===== src/rtl/stopwatch_cu.sv =====
// Stopwatch control unit: conditions four raw buttons into press events and runs the
// STOP/RUN/CLEAR FSM that produces the datapath's run level and clear/save/restore pulses.

module stopwatch_cu_btn #(
    parameter int DB_CYCLES   = 1_000_000,
    parameter int SYNC_STAGES = 2
) (
    input  logic clk,
    input  logic rst,
    input  logic btn,
    output logic press
);
    localparam int CW = (DB_CYCLES > 1) ? $clog2(DB_CYCLES) : 1;
    localparam logic [CW-1:0] TERM = CW'(DB_CYCLES - 1);

    logic [SYNC_STAGES-1:0] sync;
    logic [CW-1:0]          cnt;
    logic                   level;
    logic                   level_q;
    logic                   sync_out;

    assign sync_out = sync[SYNC_STAGES-1];

    always_ff @(posedge clk or posedge rst) begin
        if (rst) begin
            sync    <= '0;
            cnt     <= '0;
            level   <= 1'b0;
            level_q <= 1'b0;
        end else begin
            sync    <= {sync[SYNC_STAGES-2:0], btn};
            level_q <= level;
            // Level only moves after DB_CYCLES consecutive disagreeing samples.
            if (sync_out == level) begin
                cnt <= '0;
            end else if (cnt == TERM) begin
                level <= sync_out;
                cnt   <= '0;
            end else begin
                cnt <= cnt + 1'b1;
            end
        end
    end

    assign press = level & ~level_q;
endmodule

module stopwatch_cu #(
    parameter int DB_CYCLES   = 1_000_000,
    parameter int SYNC_STAGES = 2
) (
    input  logic       clk,
    input  logic       rst,
    input  logic       btn_runstop,
    input  logic       btn_clear,
    input  logic       btn_save,
    input  logic       btn_restore,
    output logic       o_runstop,
    output logic       o_clear,
    output logic       o_save,
    output logic       o_restore,
    output logic [1:0] o_state
);
    localparam logic [1:0] ST_STOP  = 2'b00;
    localparam logic [1:0] ST_RUN   = 2'b01;
    localparam logic [1:0] ST_CLEAR = 2'b10;

    localparam int B_RUNSTOP = 0;
    localparam int B_CLEAR   = 1;
    localparam int B_SAVE    = 2;
    localparam int B_RESTORE = 3;

    logic [3:0] btn_raw;
    logic [3:0] ev;
    logic [1:0] state;

    assign btn_raw = {btn_restore, btn_save, btn_clear, btn_runstop};

    for (genvar i = 0; i < 4; i++) begin : g_btn
        stopwatch_cu_btn #(
            .DB_CYCLES  (DB_CYCLES),
            .SYNC_STAGES(SYNC_STAGES)
        ) u_btn (
            .clk  (clk),
            .rst  (rst),
            .btn  (btn_raw[i]),
            .press(ev[i])
        );
    end

    always_ff @(posedge clk or posedge rst) begin
        if (rst) begin
            state     <= ST_STOP;
            o_save    <= 1'b0;
            o_restore <= 1'b0;
        end else begin
            o_save    <= 1'b0;
            o_restore <= 1'b0;
            case (state)
                ST_STOP: begin
                    // clear wins outright and swallows a coincident save
                    if (ev[B_CLEAR]) begin
                        state <= ST_CLEAR;
                    end else begin
                        o_save <= ev[B_SAVE];
                        if (ev[B_RESTORE])      o_restore <= 1'b1;
                        else if (ev[B_RUNSTOP]) state     <= ST_RUN;
                    end
                end
                ST_RUN: begin
                    o_save <= ev[B_SAVE];
                    if (ev[B_RUNSTOP]) state <= ST_STOP;
                end
                default: state <= ST_STOP;
            endcase
        end
    end

    assign o_runstop = (state == ST_RUN);
    assign o_clear   = (state == ST_CLEAR);
    assign o_state   = state;
endmodule


===== config.mk =====
export PLATFORM = sky130hd
export DESIGN_NAME = stopwatch_cu
export DESIGN_NICKNAME = d
export VERILOG_FILES = /design/src/rtl/stopwatch_cu.sv
export SDC_FILE = /design/constraint.sdc
export NUM_CORES = 1
export LEC_CHECK = 0
export BUFFER_PORTS_ARGS = -buffer_cell sky130_fd_sc_hd__buf_2
export CORE_AREA = 2 2 115 145
export CTS_BUF_LIST = sky130_fd_sc_hd__clkbuf_8
export CTS_CLUSTER_SIZE = 10
export DETAILED_ROUTE_END_ITERATION = 8
export DIE_AREA = 0 0 117 147
export SLEW_MARGIN = 20
export SYNTH_ARGS = -nofsm -noshare
export SYNTH_HDL_FRONTEND = slang
export SYNTH_SLANG_ARGS = --single-unit

===== constraint.sdc =====
create_clock -name clk -period 6.6 [get_ports clk]
set_input_delay 0.33 -clock clk [delete_from_list [all_inputs] [get_ports clk]]
set_output_delay 0.33 -clock clk [all_outputs]
set_load 0.02 [all_outputs]

==> impl_metrics.csv, run 1 <==
group,metric,value,unit
timing,tns,0,ps
final_layout,synthToLayoutAreaGrowth,11.94,%
power_and_ir_drop,p_comb_frac,0.032,
detailed_routing,firstDrtPassIters,4,
clock_tree,clock_path_buffers,2,
die,pin_count,12,
final_layout,seqCellArea,2502,um^2
synth,synth.area.top_cells,"dfrtp_1 (53%), xnor2_1 (7.1%), nor2_1 (5.9%), xor2_1 (3.6%), nand3_1 (3.0%)",
timing,max_freq,0.4400,GHz
die,start_util,0.2939,
global_route,grt_first_pass_wirelength,15.19,mm
timing,setup_viol,0,
detailed_routing,route.detailed.wl_per_inst,12.05,um
timing,min_period,2273,ps
global_route,grt_max_degree,78,
final_layout,stdcell_area,5244,um^2
clock_tree,post-cts-setup-buffer-count,0,
power_and_ir_drop,ir_drop,0.1069,mV
synth,synthXorXnorAreaFrac,0.1066,
synth,synth_ff_type,"dfrtp_1",
die,rows,52,
setup_path,cp_max_fo,12,
synth,ys_types,38,
clock_tree,cts_tree,"yes",
timing,period_share,0.3443,
clock_tree,clock_latency,380,ps
timing,rsz0062_at_grt,"no",
detailed_routing,viasPerCell,4.807,
synth,syn_nets,474,
power_and_ir_drop,leakage,2.074,nW
global_route,grt_pass1_vias,3424,
synth,seq_area_frac_synth,0.5342,
setup_path,crit_type,"flop to flop",
final_layout,nets,489,
final_layout,nFillCells,1628,
synth,synth-seq-cells,100,
synth,ys_async_sr_fraction,1.000,
outcome,status,"finished clean",
clock_tree,clock_sinks,100,
detailed_routing,first_iter_violations,163,
placed_design,dp_cells,683,
die,core_area,15940,um^2
clock_tree,h-tree-depth,3,
synth,syn_inst,464,
timing,skew,10.98,ps
synth,synth-compound-area-share,0.04861,
detailed_routing,via_count,3360,
synth,yosysTopAreaCell,"dfrtp_1",
placed_design,gp_congestion,0.8004,
setup_path,worstPathArrival,2530,ps
final_layout,multi_input_area,2083,um^2
synth,synthAdderAreaFrac,0.01068,
die,die_h,147,um
timing,worst_slew_pin_slew,934.6,ps
power_and_ir_drop,clock_power_share,0.411,
synth,avgSynthCellArea,10.10,um^2
placed_design,placed_area,4992,um^2
final_layout,n_antenna_cell,0,
timing,maxSlewHeadroom,0.3769,
run,maxCapViolCount,0,
detailed_routing,drc,0,
hold_path,hold_path_depth,1,
placed_design,port_buffers,11,
hold_path,hold_path_class,"input pin to flop",
global_route,overflow,0,
clock_tree,clkTransAtPathRegs,90,ps
power_and_ir_drop,seq_power_share,0.556,
global_route,grt_use_total,0.1092,
clock_tree,cts-root-buf,"clkbuf_8",
synth,yosysWarnings,0,
power_and_ir_drop,p_sw_frac,0.2123,
synth,muxShareOfSynthArea,0.01816,
die,die_area,17200,um^2
synth,synth_top_family_by_area,"simple AND/OR/NAND/NOR gates",
power_and_ir_drop,p_int,0.8893,mW
die,fp.dieW,117,um
synth,synth-edff-count,0,
detailed_routing,wirelength,8.425,mm
final_layout,layout.cells.non_filler,699,
placed_design,dp_slack,4257,ps
timing,fin_ws,4327,ps
power_and_ir_drop,power.switching,0.2397,mW
timing,report.final.hold_viol_count,0,
power_and_ir_drop,finalPower,1.129,mW
detailed_routing,final_antenna_net_count,0,
final_layout,drive_gt1_frac,0.09524,
setup_path,critical_path_required,6860,ps
global_route,antenna_found_initial,0,
clock_tree,numCtsBuffers,9,
power_and_ir_drop,powerDensity,215.3,nW/um^2
setup_path,worst_setup_path_start_kind,"flop",
timing,final-max-slew-violation-count,0,
setup_path,critPathCaptureType,"flop",
synth,yosysTopAreaCellShare,0.5342,
synth,netlist_area,4684,um^2
placed_design,dp_hpwl,5.717,mm
synth,synth-simple-area-share,0.2577,
setup_path,ff2ff_path_depth,5,
cell usage after synthesis, drive strengths merged (9+ instances only):
cell / n
a21oi: 18
nand3: 28
o21ai: 13
xnor2: 38
inv: 16
nor2: 74
nand4: 22
or4: 9
xor2: 19
nand2: 20
nor3: 18
dfrtp: 100
or3: 9
nor4: 14
sequential cells by signal (all words and copies together) (netlist names):
signal               cells
g_btn.u_btn.sync         8
o_save                   1
g_btn.u_btn.level        4
o_restore                1
o_state                  2
g_btn.u_btn.level_q      4
g_btn.u_btn.cnt         80
cell type report:
type / count / share of cell area
Inverter: 16 / 0.01193
Clock buffer: 10 / 0.02625
Multi-Input combinational cell: 337 / 0.3973
Timing Repair Buffer: 15 / 0.01670
Sequential cell: 100 / 0.4772
Tap cell: 216 / 0.05154
Clock inverter: 5 / 0.01909
logic make-up (layout without fill, tap and decap cells):
family	count (synthesis)	after routing
and+or+nand+nor	229	229
DFF	100	100
adders and majority gates	4	4
xor gates and xnor gates	57	57
muxes	8	8
AOI/OAI and AO/OA	39	39
buffers and inverters	27	46
power by group through the flow:
stage          sequential (mW)  combinational [mW]  clock (mW)
2_1_floorplan            0.638              0.0277           0
3_3_place_gp             0.640              0.0366           0
3_5_place_dp             0.640              0.0380           0
4_1_cts                  0.628              0.0385       0.484
5_1_grt                  0.630              0.0438       0.510
6_report                 0.628              0.0366       0.464
worst paths after layout:
check | startpoint | end | slack (ps)
min | btn_save | g_btn[2].u_btn.sync[0] | 50
max in group asynchronous | rst | g_btn[1].u_btn.sync[0] | 4920
min reg2reg | g_btn[0].u_btn.sync[0] | g_btn[0].u_btn.sync[1] | 350
max | g_btn[1].u_btn.cnt[16] | g_btn[1].u_btn.cnt[14] | 4330
max reg2reg | g_btn[1].u_btn.cnt[16] | g_btn[1].u_btn.cnt[14] | 4330
min in group asynchronous | rst | g_btn[2].u_btn.cnt[15] | 450
critical path: stages (launching register included):
cell and delay [ps]:
dfrtp_1 410, nand3_1 130, or4b_2 700, o31ai_2 550, buf_4 300, a21oi_1 70
what timing repair did:
item,CTS,global route
endpoints found under the hold margin,23,0
gates resized for setup,0,0
endpoints found under the setup margin,0,0
hold buffers,1,0
layer usage:
metal  track usage  routed length [um]  vias up
met3       0.03300                 230       13
li1              -                   -     1662
met1        0.1339                3884     1642
met2        0.1766                4109       43
met4       0.04647                 200        0
met5             0                   0        -
cells in the final DEF, fill, tap and decap left out, types with 4 or more instances in the layout:
cell type  Yosys  layout
nor3_1        18      18
nand2_1       20      20
or3_1          9       9
o21ai_0       11      11
nor4_1        14      14
buf_2          3      11
a21oi_1       18      18
or4_1          8       8
and4_1         5       5
xor2_1        19      19
dfrtp_1      100     100
clkbuf_8       0      10
nand3_1       28      28
and3_1         5       5
nand4_1       21      21
mux2i_1        4       4
inv_1         16      15
nor4b_1        7       7
xnor2_1       38      38
o31ai_1        7       5
nor2_1        74      74
ha_1           4       4
or2_2          5       5
stage by stage:
stage | hold WS [ps] | util
final | 49.87 | 0.3290
after CTS | 29.18 | 0.3287
after detailed placement | 317.0 | 0.3132
after floorplan | 331.2 | -
after global placement | 312.3 | 0.3132
after global routing | 25.33 | 0.3290
Power figures use the tool's default switching activity.
==> inputs of run 2 (changes only) <==
- clock period: 6.6 -> 1.8 ns (I/O delays scaled with it)
==> run 2 against run 1 <==
The flow now finishes with violations (negative setup slack). Critical path type unchanged. Highest routed layer unchanged. Combinational power increased to 5.0 times the previous value. Flip-flop and latch count unchanged. Count of clock-buffer cells in the layout decreased by 1. Maximum frequency increased by 16%. Wire length increased by 7.3%. Cell count increased by 8.4%. Worst setup slack got worse by 4500 ps. Via count increased by 6.3%.
==> impl_metrics.csv, run 2 (synthesis gave the netlist of run 1 again) <==
group,metric,value,unit
power_and_ir_drop,p_sw_frac,0.2230,
setup_path,critical_path_required,2050,ps
detailed_routing,wirelength,9.038,mm
power_and_ir_drop,leakage,2.357,nW
placed_design,port_buffers,11,
power_and_ir_drop,seq_power_share,0.572,
power_and_ir_drop,p_comb_frac,0.045,
setup_path,rr_endpoint,"g_btn[0].u_btn.level",
hold_path,hold_path_class,"input pin to async pin",
setup_path,crit_buf_inv,0,
setup_path,critPathCaptureType,"flop",
timing,report.final.hold_viol_count,0,
power_and_ir_drop,clock_power_share,0.383,
detailed_routing,first_iter_violations,169,
outcome,status,"finished, violations left",
setup_path,cp_num_cells,4,
setup_path,r2r_start,"g_btn[0].u_btn.cnt[12]",
placed_design,dp_hpwl,6.251,mm
timing,setup_viol,21,
global_route,grt_first_pass_wirelength,16.07,mm
clock_tree,cts-root-buf,"clkbuf_8",
global_route,antenna_found_initial,0,
setup_path,critPathTopFamily,"simple AND/OR/NAND/NOR gates",
placed_design,placed_area,5364,um^2
timing,min_period,1964,ps
timing,final-max-slew-violation-count,0,
die,fp.dieW,117,um
clock_tree,clock_sinks,100,
die,core_area,15940,um^2
timing,tns,-2427,ps
timing,period_share,1.091,
timing,fin_ws,-164.2,ps
global_route,grt_use_total,0.1150,
setup_path,worstPathArrival,2220,ps
die,rows,52,
final_layout,drive_gt1_frac,0.2085,
setup_path,cp_max_fo,2,
clock_tree,clock_latency,370,ps
clock_tree,clkTransAtPathRegs,100,ps
global_route,overflow,0,
final_layout,n_antenna_cell,0,
detailed_routing,firstDrtPassIters,4,
placed_design,gp_congestion,0.7936,
setup_path,reg2reg_slack,-160,ps
setup_path,cp_slowest_cell,"or4_4",
setup_path,worst_setup_path_start_kind,"flop",
detailed_routing,route.detailed.wl_per_inst,11.92,um
final_layout,layout_common_cells,"dfrtp_1 (98), nor2_1 (72), buf_4 (52), xnor2_1 (38), nand3_1 (26)",
global_route,grt_max_degree,88,
run,maxCapViolCount,0,
final_layout,largestRegisters,"g_btn.u_btn.cnt (80), g_btn.u_btn.sync (8)",
detailed_routing,via_count,3572,
detailed_routing,drc,0,
final_layout,synthToLayoutAreaGrowth,23.08,%
power_and_ir_drop,finalPower,4.022,mW
timing,rsz0062_at_grt,"yes",
timing,holdWs,238.2,ps
die,pin_count,12,
power_and_ir_drop,powerDensity,697.5,nW/um^2
setup_path,ff2ff_path_depth,4,
setup_path,crit_type,"flop to flop",
die,die_h,147,um
power_and_ir_drop,ir_drop,0.3340,mV
final_layout,largest_reg_flops,80,
final_layout,largest-register,"g_btn.u_btn.cnt",
die,start_util,0.2939,
outcome,violations,"negative setup slack",
clock_tree,numCtsBuffers,9,
setup_path,path_cells,"or4b_1, or4_4, nor2_4, mux2_4",
timing,skew,11.36,ps
clock_tree,clock_path_buffers,2,
final_layout,stdcell_area,5766,um^2
clock_tree,h-tree-depth,3,
power_and_ir_drop,p_int,3.125,mW
power_and_ir_drop,power.switching,0.8970,mW
timing,maxSlewHeadroom,0.6948,
final_layout,mostFrequentLayoutCell,"dfrtp_1",
final_layout,nFillCells,1576,
setup_path,cpPeakStageDelay,530,ps
timing,worst_slew_pin_slew,457.8,ps
detailed_routing,final_antenna_net_count,0,
die,die_area,17200,um^2
detailed_routing,viasPerCell,4.712,
global_route,grt_pass1_vias,3608,
timing,max_freq,0.5091,GHz
final_layout,nets,547,
clock_tree,cts_tree,"yes",
run 2: through the flow:
step | utilization | instances | setup slack [ps]
after floorplan | - | 464 | -151.1
after global placement | 0.3365 | 727 | -161.9
after detailed placement | 0.3365 | 727 | -174.9
after CTS | 0.3564 | 753 | -176.8
after global routing | 0.3617 | 758 | -227.3
final | 0.3617 | 758 | -164.2
run 2: worst max-delay path by stage:
stage                           startpoint                endpoint  slack [ps]
finish              g_btn[0].u_btn.cnt[12]    g_btn[0].u_btn.level        -160
global placement    g_btn[0].u_btn.cnt[11]    g_btn[0].u_btn.level        -160
global route        g_btn[0].u_btn.cnt[12]    g_btn[0].u_btn.level        -230
detailed placement  g_btn[0].u_btn.cnt[11]    g_btn[0].u_btn.level        -170
floorplan           g_btn[0].u_btn.cnt[11]  g_btn[0].u_btn.cnt[11]        -150
CTS                 g_btn[0].u_btn.cnt[12]    g_btn[0].u_btn.level        -180
run 2: worst min-delay path, delay by kind of cell:
kind,cells,cell delay [ps]
buffers and inverters,3,910
run 2: routing by layer:
metal | wire length [um] | vias to the layer above | GRT usage
li1 | - | 1781 | -
met1 | 4118 | 1736 | 0.1424
met2 | 4561 | 42 | 0.1936
met3 | 191 | 13 | 0.02145
met4 | 166 | 0 | 0.04941
met5 | 0 | - | 0
run 2: cell type report:
type                       instances  area (um^2)  area share
sequential                       100         2505      0.4345
multi-input combinational        337         2147      0.3724
timing repair buffer              73        563.0     0.09766
tap                              216        270.3     0.04687
clock buffer                       9        123.9     0.02148
clock inverter                     7        92.59     0.01606
inverter                          16        63.81     0.01107
run 2: what timing repair did:
action	CTS	global route
endpoints found under the setup margin	39	58
endpoints found under the hold margin	17	0
gates resized for setup	4	13
pin swaps	2	3
buffers inserted	4	5
gates cloned	1	0
hold buffers	5	0
run 2: power by group through the flow:
stage | clock, mW | sequential, mW | combinational (mW)
finish | 1.54 | 2.30 | 0.183
CTS | 1.61 | 2.30 | 0.187
global placement | 0 | 2.34 | 0.164
floorplan | 0 | 2.34 | 0.103
global route | 1.70 | 2.31 | 0.211
detailed placement | 0 | 2.34 | 0.170
